### config.mk
export PLATFORM = sky130hd
export DESIGN_NAME = poly_aead_seq
export DESIGN_NICKNAME = d
export VERILOG_FILES = /design/src/rtl/poly_aead_seq.sv
export SDC_FILE = /design/constraint.sdc
export NUM_CORES = 2
export LEC_CHECK = 0
export ABC_CLOCK_PERIOD_IN_PS = 7700
export BUFFER_PORTS_ARGS = -buffer_cell sky130_fd_sc_hd__buf_4
export CORE_MARGIN = 2
export CORE_UTILIZATION = 40
export CTS_BUF_LIST = sky130_fd_sc_hd__clkbuf_8
export CTS_CLUSTER_DIAMETER = 200
export DETAILED_ROUTE_END_ITERATION = 6
export HOLD_SLACK_MARGIN = 0.05
export PLACE_DENSITY = 0.6
export SLEW_MARGIN = 20
export SYNTH_ARGS = -nofsm -noshare
export SYNTH_HDL_FRONTEND = slang
export SYNTH_SLANG_ARGS = --single-unit
### constraint.sdc
create_clock -name i_clk -period 7.7 [get_ports i_clk]
set_input_delay 1.54 -clock i_clk [delete_from_list [all_inputs] [get_ports i_clk]]
set_output_delay 1.54 -clock i_clk [all_outputs]
set_load 0.005 [all_outputs]
### src/rtl/poly_aead_seq.sv
// ============================================================================
// poly_aead_seq : frames AAD / ciphertext / length blocks for a Poly1305 tag
// engine (ChaCha20-Poly1305 AEAD MAC input) and returns the final tag.
// Revision: 1.0
// ============================================================================
`default_nettype none

module poly_aead_seq (
    input  logic         i_clk,
    input  logic         i_rstn,
    input  logic         i_start,
    input  logic [63:0]  i_aad_len,
    input  logic [63:0]  i_ct_len,
    input  logic         i_blk_valid,
    input  logic [127:0] i_blk_data,
    output logic         o_blk_ready,
    output logic         o_pt_start,
    output logic         o_pt_en_msg,
    output logic [127:0] o_pt_msg,
    output logic [64:0]  o_pt_len_msg,
    input  logic         i_pt_rqst_msg,
    input  logic         i_pt_done,
    input  logic [127:0] i_pt_tag,
    output logic [127:0] o_tag,
    output logic         o_done,
    output logic         o_busy,
    output logic         o_err
);

    typedef enum logic [2:0] {
        S_IDLE      = 3'd0,
        S_FETCH     = 3'd1,
        S_START     = 3'd2,
        S_WAIT_RQ   = 3'd3,
        S_FEED      = 3'd4,
        S_WAIT_DONE = 3'd5,
        S_DONE      = 3'd6
    } state_t;

    state_t       state_q, state_d;
    logic [63:0]  aad_rem_q, aad_rem_d, ct_rem_q, ct_rem_d;
    logic [63:0]  aad_len_q, aad_len_d, ct_len_q, ct_len_d;
    logic         first_q, first_d, is_len_q, is_len_d;
    logic         last_sent_q, last_sent_d, pend_q, pend_d;
    logic         err_q, err_d, start_q, start_d, en_q, en_d;
    logic [127:0] msg_q, msg_d, tag_q, tag_d;
    logic [64:0]  len_q, len_d;

    logic         seg_aad, seg_ct, hs;
    logic [63:0]  rem;
    logic [4:0]   nbytes;
    logic [127:0] masked;

    function automatic logic [64:0] pad16(input logic [63:0] x);
        logic [64:0] s;
        s = {1'b0, x} + 65'd15;
        return {s[64:4], 4'b0000};
    endfunction

    // Current segment and the byte mask for a partial final block
    always_comb begin
        seg_aad = (aad_rem_q != 64'd0);
        seg_ct  = !seg_aad && (ct_rem_q != 64'd0);
        rem     = seg_aad ? aad_rem_q : ct_rem_q;
        nbytes  = (|rem[63:4]) ? 5'd16 : {1'b0, rem[3:0]};
        masked  = '0;
        for (int k = 0; k < 16; k++) begin
            masked[8*k +: 8] = (k < int'(nbytes)) ? i_blk_data[8*k +: 8] : 8'h00;
        end
        o_blk_ready = (state_q == S_FETCH) && (seg_aad || seg_ct);
        hs          = o_blk_ready && i_blk_valid;
    end

    always_comb begin
        state_d     = state_q;
        aad_rem_d   = aad_rem_q;
        ct_rem_d    = ct_rem_q;
        aad_len_d   = aad_len_q;
        ct_len_d    = ct_len_q;
        first_d     = first_q;
        is_len_d    = is_len_q;
        last_sent_d = last_sent_q;
        pend_d      = pend_q | i_pt_rqst_msg;
        err_d       = err_q;
        start_d     = 1'b0;
        en_d        = 1'b0;
        msg_d       = msg_q;
        tag_d       = tag_q;
        len_d       = len_q;

        if (state_q != S_IDLE) begin
            if ((i_pt_rqst_msg && last_sent_q) || (i_pt_done && !last_sent_q)) begin
                err_d = 1'b1;
            end
        end

        case (state_q)
            S_IDLE: begin
                if (i_start) begin
                    aad_rem_d   = i_aad_len;
                    ct_rem_d    = i_ct_len;
                    aad_len_d   = i_aad_len;
                    ct_len_d    = i_ct_len;
                    len_d       = pad16(i_aad_len) + pad16(i_ct_len) + 65'd16;
                    first_d     = 1'b1;
                    last_sent_d = 1'b0;
                    err_d       = 1'b0;
                    pend_d      = 1'b0;
                    state_d     = S_FETCH;
                end
            end
            S_FETCH: begin
                if (seg_aad || seg_ct) begin
                    if (hs) begin
                        msg_d    = masked;
                        is_len_d = 1'b0;
                        if (seg_aad) aad_rem_d = aad_rem_q - {59'd0, nbytes};
                        else         ct_rem_d  = ct_rem_q - {59'd0, nbytes};
                        first_d  = 1'b0;
                        state_d  = first_q ? S_START : S_FEED;
                    end
                end else begin
                    msg_d    = {ct_len_q, aad_len_q};
                    is_len_d = 1'b1;
                    first_d  = 1'b0;
                    state_d  = first_q ? S_START : S_FEED;
                end
            end
            S_START: begin
                start_d     = 1'b1;
                last_sent_d = is_len_q;
                state_d     = S_WAIT_RQ;
            end
            S_FEED: begin
                en_d        = 1'b1;
                last_sent_d = is_len_q;
                state_d     = S_WAIT_RQ;
            end
            S_WAIT_RQ: begin
                if (last_sent_q) begin
                    if (i_pt_done) begin
                        tag_d   = i_pt_tag;
                        state_d = S_DONE;
                    end else begin
                        state_d = S_WAIT_DONE;
                    end
                end else if (pend_q || i_pt_rqst_msg) begin
                    pend_d  = 1'b0;
                    state_d = S_FETCH;
                end
            end
            S_WAIT_DONE: begin
                if (i_pt_done) begin
                    tag_d   = i_pt_tag;
                    state_d = S_DONE;
                end
            end
            S_DONE:  state_d = S_IDLE;
            default: state_d = S_IDLE;
        endcase
    end

    always_ff @(posedge i_clk or negedge i_rstn) begin
        if (!i_rstn) begin
            state_q     <= S_IDLE;
            aad_rem_q   <= '0;
            ct_rem_q    <= '0;
            aad_len_q   <= '0;
            ct_len_q    <= '0;
            first_q     <= 1'b0;
            is_len_q    <= 1'b0;
            last_sent_q <= 1'b0;
            pend_q      <= 1'b0;
            err_q       <= 1'b0;
            start_q     <= 1'b0;
            en_q        <= 1'b0;
            msg_q       <= '0;
            tag_q       <= '0;
            len_q       <= '0;
        end else begin
            state_q     <= state_d;
            aad_rem_q   <= aad_rem_d;
            ct_rem_q    <= ct_rem_d;
            aad_len_q   <= aad_len_d;
            ct_len_q    <= ct_len_d;
            first_q     <= first_d;
            is_len_q    <= is_len_d;
            last_sent_q <= last_sent_d;
            pend_q      <= pend_d;
            err_q       <= err_d;
            start_q     <= start_d;
            en_q        <= en_d;
            msg_q       <= msg_d;
            tag_q       <= tag_d;
            len_q       <= len_d;
        end
    end

    assign o_pt_start   = start_q;
    assign o_pt_en_msg  = en_q;
    assign o_pt_msg     = msg_q;
    assign o_pt_len_msg = len_q;
    assign o_tag        = tag_q;
    assign o_done       = (state_q == S_DONE);
    assign o_busy       = (state_q != S_IDLE) && (state_q != S_DONE);
    assign o_err        = err_q;

endmodule

`default_nettype wire
* Word level (Yosys, flattened, before mapping)
Cells that the tools add are included.
** Word-level totals
- Output and inout bits :: 327
- Logic and storage cells :: 142
- Register bits after elaboration :: 587
- Input port bits :: 390
** Cells by class
- Equal/unequal tests :: 17
- Bitwise logic cells :: 1
- Add/sub/neg operators :: 6
- Mux-type cells :: 59
- Magnitude comparators :: 16
- Reductions and logical operators :: 28
** Operator list (count)
- 64-bit two-way mux :: 9
- 128-bit two-way mux :: 4
- 128-bit one-hot mux with 2 select lines :: 1
- 64-bit one-hot mux with 2 select lines :: 2
- 64-bit by 4-bit adder with 65-bit output, second input constant :: 2
- 8-bit two-way mux :: 16
- 64-bit nonzero test :: 2
- 64-bit by 5-bit subtractor with 64-bit output :: 2
- 65-bit by 5-bit adder with 65-bit output, second input constant :: 1
- 65-bit adder :: 1
- 60-bit OR reduction :: 1
- 4-bit by 5-bit less-than comparator with 1-bit output, first input constant :: 8
- 3-bit two-way mux :: 7
- 3-bit by 5-bit less-than comparator with 1-bit output, first input constant :: 4
- 3-bit one-hot mux with 5 select lines :: 1
- 1-bit two-way mux :: 14
- 2-bit != test, second input constant :: 7
- 1-bit by 5-bit less-than comparator with 1-bit output, first input constant :: 2
- 2-bit by 5-bit less-than comparator with 1-bit output, first input constant :: 2
- 5-bit AND reduction :: 2
- 3-bit equality test, second input constant :: 3
- 3-bit != test, second input constant :: 3
- 2-bit AND reduction :: 4
- 3-bit by 2-bit equality test with 1-bit output, second input constant :: 2
- 15 further kinds :: 27

* Depth between registers and ports, before layout
- Depth after elaboration :: 9
- Mapped depth :: 24
- Gate-level depth less buffers :: 22

* Worst setup path before layout
No wires, ideal clock.
- Path type :: input to register
- Start :: in i_aad_len[8]
- End :: reg len_q[61], in the netlist o_pt_len_msg[61]
- Setup slack :: 1.189 ns
- Arrival :: 6.401 ns
- Stages :: 21
- Library setup time :: 0.110 ns
- Buffers on the path :: 1
- Data required time :: 7.590 ns
- Path through :: clkbuf_1 nand4_1 nor4b_1 nand4_1 or4_1 nor3_1 and3_1 nand4_1 nor2_1 nand2_1 xnor2_1 ha_1 ha_1 a21o_1 a21o_1 a21oi_1 nand3_1 a221oi_1 o21bai_1 nor3b_1 o41ai_1
** On the way
- Word-level cells in the longest chain between the ends :: 3
** RTL lines
- from (decl) :: line 12 : input logic [63:0] i_aad_len,
- 64-bit by 4-bit adder with 65-bit output :: line 56 : s = {1'b0, x} + 65'd15;
- 65-bit adder :: line 104 : len_d = pad16(i_aad_len) + pad16(i_ct_len) + 65'd16;
- 65-bit by 5-bit adder with 65-bit output :: line 104
- to (signal assigned) :: line 195 : len_q <= len_d;
- to (decl) :: line 47 : logic [64:0] len_q, len_d;
No other way between the ends.
A chain may end at the register's enable or synchronous reset.

* Worst setup path after layout
- Start :: reg ct_rem_q[20]
- End :: reg aad_rem_q[62]
** On the way
- Word-level cells in the longest chain between the ends :: 8
- Elaborated cells between the ends (all ways) :: 16
- Classes of those cells :: add/sub: 1; eq/ne: 2; mux: 6; reduce/logical: 7
** RTL lines
- from (decl) :: line 41 : logic [63:0] aad_rem_q, aad_rem_d, ct_rem_q, ct_rem_d;
- from (signal assigned) :: line 183 : ct_rem_q <= ct_rem_d;
- 64-bit two-way mux :: line 64 : rem = seg_aad ? aad_rem_q : ct_rem_q;
- 60-bit OR reduction :: line 65 : nbytes = (|rem[63:4]) ? 5'd16 : {1'b0, rem[3:0]};
- 5-bit two-way mux :: line 65
- 64-bit by 5-bit subtractor with 64-bit output :: line 117 : if (seg_aad) aad_rem_d = aad_rem_q - {59'd0, nbytes};
- 64-bit two-way mux :: line 117
- 64-bit two-way mux :: line 114 : if (hs) begin
- 64-bit two-way mux :: line 113 : if (seg_aad || seg_ct) begin
- 64-bit one-hot mux with 2 select lines :: line 97 : case (state_q)
- to (signal assigned) :: line 182 : aad_rem_q <= aad_rem_d;
- to (decl) :: line 41
Parallel ways exist; a longest one is shown, timed or not. The select of a mux whose other input is x is not followed.

==> results.cfg <==
[floorplan]
fp.dieW_um = 289
die_h_um = 289
core_area_um2 = 80500
row_count = 104
die-area_um2 = 83700
ios = 717
start_util_pct = 40.4

[global_route]
grt_overflow = 0
antenna_found_initial = 12
grt_pass1_vias = 29471
grt_max_degree = 152
grt_use_total_pct = 30.5
grt_pass1_wl_um = 192000

[synthesis]
synth-seq-cells = 583
synth_async_sr_flop_share_pct = 100
synthSimpleGateAreaFrac_pct = 19.8
syn_area_um2 = 32600
synthXorXnorAreaFrac_pct = 4.57
muxShareOfSynthArea_pct = 4.52
synth_top_family_by_area = simple AND/OR/NAND/NOR gates
synth_area_per_cell_um2 = 8.68
synth_fa_ha_area_share_pct = 5.14
yosys_warnings = 0
synth-edff-count = 0
yosysSeqAreaShare_pct = 44.8
syn_inst = 3751
synth.distinct_cells = 84
synth-main-ff-cell = dfrtp_1
synth_compound_area_share_pct = 17.9

[placed_design]
dpl_cell_area_um2 = 39000
pre_cts_ws_ns = 0.594
routabilityCongestion = 0.977
hpwlAfterDp_um = 100000
io_buffers = 712

[power_and_ir_drop]
p_clk_share_pct = 20.4
p_int_w = 0.00873
seqPwrFrac_pct = 38.4
combPwrFrac_pct = 41.2
powerDensity_nw_per_um2 = 351
peakVddDrop_mv = 0.197
p_sw_share_pct = 39.4
p_leak_nw = 19.3
power.net_switching_w = 0.00568

[critical_path]
startpoint_type = flop
crit_path_end_kind = flop
cp_slowest_cell = or4_1
path_buf_inv = 1
r2r_end = aad_rem_q[62]
r2r_start = ct_rem_q[20]
crit_path_start = ct_rem_q[20]
cp_data_required_time_ns = 8.30
path_cells = or4_1, or4_4, or4_4, nor4_4, o21bai_1, buf_4, nor2_1, ha_1, fa_1, nor2b_1, o21a_1, o21a_1, or4_1, nor4_1, nand2_1, nor2_1, a21oi_1, o21ai_0, o21ai_0
critPathKind = reg2reg
max_stage_delay_ns = 0.65
crit_fanout = 12
r2r_slack_ns = 1.03
crit_family = simple AND/OR/NAND/NOR gates
arrival_ns = 7.27
worstRegToRegCells = 19

[sta]
fin_worst_skew_ns = 0.0478
period_minus_slack_ns = 6.67
rsz0062_at_grt = false
relSlewSlack_pct = 30.2
period_share_pct = 86.6
finalSetupViolations = 0
finalSetupTns_ns = 0
holdWs_ns = 0.466
tightest_slew_ns = 1.04
slew_violations = 0
fin_ws_ns = 1.03
timing.fmax_ghz = 0.150
finalHoldViolations = 0

[hold_path]
min_from = ct_len_q[6]
whs_endpoint = ct_len_q[6]
hold_class = reg2reg
hold_depth = 2

[job]
max_cap_viol_count = 0

[layout]
final_cell_mix = buf_4 (774), nand2_1 (738), dfrtp_1 (583), o21ai_0 (380), a21oi_1 (355)
register_area_um2 = 14600
fin_area_um2 = 41100
area_growth_pct = 26.2
nFillCells = 7742
drive_gt1_share_pct = 24.3
multi_input_area_um2 = 17000
nets = 4953
mostFrequentLayoutCell = buf_4

[cts]
cts_buffers = 107
cts_setup_buffers = 0
ctsResizeCount = 0
h-tree-depth = 3
cts_tree = yes
cts_buffer_depth = 3
cts.sinks = 583
clkLatencyLatePin_ns = 0.76
cts_hold_buf = 0
cts_root_buf = clkbuf_8
clk_pin_slew_ns = 0.06

[status]
status = finished clean

[route]
vias_per_cell = 5.64
firstDrtPassIters = 5
num_vias = 31363
final_antenna_net_count = 0
drtIter0Drc = 2736
wirelength_um = 132000
drc_errors = 0
routedWlPerCell_um = 23.8
==> cell usage after synthesis, types with 12 or more instances <==
cell / instances / share of area, %
o22ai_1: 26 / 0.50
or3_1: 21 / 0.40
nand4_1: 53 / 1.0
nor2_1: 317 / 3.7
buf_2: 15 / 0.23
xor2_1: 55 / 1.5
and2_1: 15 / 0.29
o21a_1: 16 / 0.37
nand2_1: 741 / 8.5
or4_1: 22 / 0.51
mux2_2: 128 / 4.4
nor2b_1: 15 / 0.29
clkbuf_1: 174 / 2.0
xnor2_1: 112 / 3.0
ha_1: 129 / 5.0
dfrtp_1: 583 / 45
and3_1: 17 / 0.33
inv_1: 44 / 0.51
a31oi_1: 30 / 0.58
nand3_1: 73 / 1.1
buf_4: 12 / 0.28
o21ai_0: 380 / 5.8
nor3_1: 78 / 1.2
a211oi_1: 13 / 0.30
a22oi_1: 42 / 0.97
a21o_1: 46 / 1.1
nor4_1: 29 / 0.56
or2_2: 14 / 0.27
nand2b_1: 15 / 0.29
a21oi_1: 357 / 5.5
==> worst max path at each step <==
| stage | to | slack [ns] | cells after the start |
|---|---|---|---|
| final | aad_rem_q[62] | 1.03 | 19 |
| after global routing | aad_rem_q[62] | 0.77 | 19 |
| after CTS | aad_rem_q[62] | 1.16 | 19 |
| after detailed placement | o_pt_len_msg[61] | 0.59 | 19 |
| after global placement | o_pt_len_msg[61] | 0.62 | 19 |
| after floorplan | o_pt_len_msg[61] | 1.19 | 21 |
==> per-layer routing <==
| metal | share of wire [%] | vias up | track usage (%) |
|---|---|---|---|
| met1 | 42 | 15231 | 41.6 |
| met5 | 0.033 | - | 0 |
| met2 | 46 | 1330 | 47.4 |
| li1 | - | 14560 | - |
| met4 | 3.7 | 8 | 11.5 |
| met3 | 8.4 | 234 | 6.51 |
==> power by group through the flow <==
stage          Sequential (W)  Clock (W)  Combinational (W)
2_1_floorplan         0.00538          0            0.00318
3_3_place_gp          0.00551          0            0.00586
3_5_place_dp          0.00554          0            0.00593
4_1_cts               0.00551    0.00301            0.00595
5_1_grt               0.00572    0.00315            0.00655
6_report              0.00553    0.00294            0.00594
==> worst register-to-register path, delay by kind of cell, from the launching register on <==
| kind | cells | cell delay [ns] |
|---|---|---|
| buffers and inverters | 1 | 0.20 |
| AOI/OAI and AO/OA | 6 | 1.05 |
| adders and majority gates | 2 | 0.46 |
| and+or+nand+nor | 10 | 4.42 |
| DFF | 1 | 0.43 |
==> state kept, by name, summed over array words and instances, names as in the netlist <==
name / flops
o_pt_len_msg: 61
o_pt_en_msg: 1
ct_len_q: 64
last_sent_q: 1
state_q: 3
o_err: 1
o_pt_msg: 128
aad_len_q: 64
pend_q: 1
ct_rem_q: 64
first_q: 1
aad_rem_q: 64
o_tag: 128
is_len_q: 1
o_pt_start: 1
==> logic make-up (layout without fill, tap and decap cells) <==
| group | after synthesis | count (layout) |
|---|---|---|
| AO/OA/AOI/OAI | 1018 | 1018 |
| XOR/XNOR | 168 | 168 |
| adder cells (fa/ha/maj) | 132 | 132 |
| buffers and inverters | 258 | 1001 |
| flip-flops | 583 | 583 |
| multiplexers | 131 | 131 |
| other | 1 | 9 |
| AND/OR/NAND/NOR | 1460 | 1460 |
==> final cells by class <==
type / count / area share (%)
Tap cell: 1060 / 3.23
Inverter: 46 / 0.423
Clock buffer: 124 / 4.15
Sequential cell: 583 / 35.5
Antenna cell: 5 / 0.0305
Clock inverter: 51 / 0.822
Timing Repair Buffer: 780 / 14.4
Multi-Input combinational cell: 2913 / 41.4
==> metrics by stage <==
step | utilization [%] | power [W] | cells
3_3_place_gp | 48.4 | 0.0114 | 5382
4_1_cts | 51.0 | 0.0145 | 5557
5_1_grt | 51.0 | 0.0154 | 5562
6_report | 51.0 | 0.0144 | 5562
2_1_floorplan | - | 0.00856 | 3754
3_5_place_dp | 48.4 | 0.0115 | 5382
(Power assumes the default switching activity.)
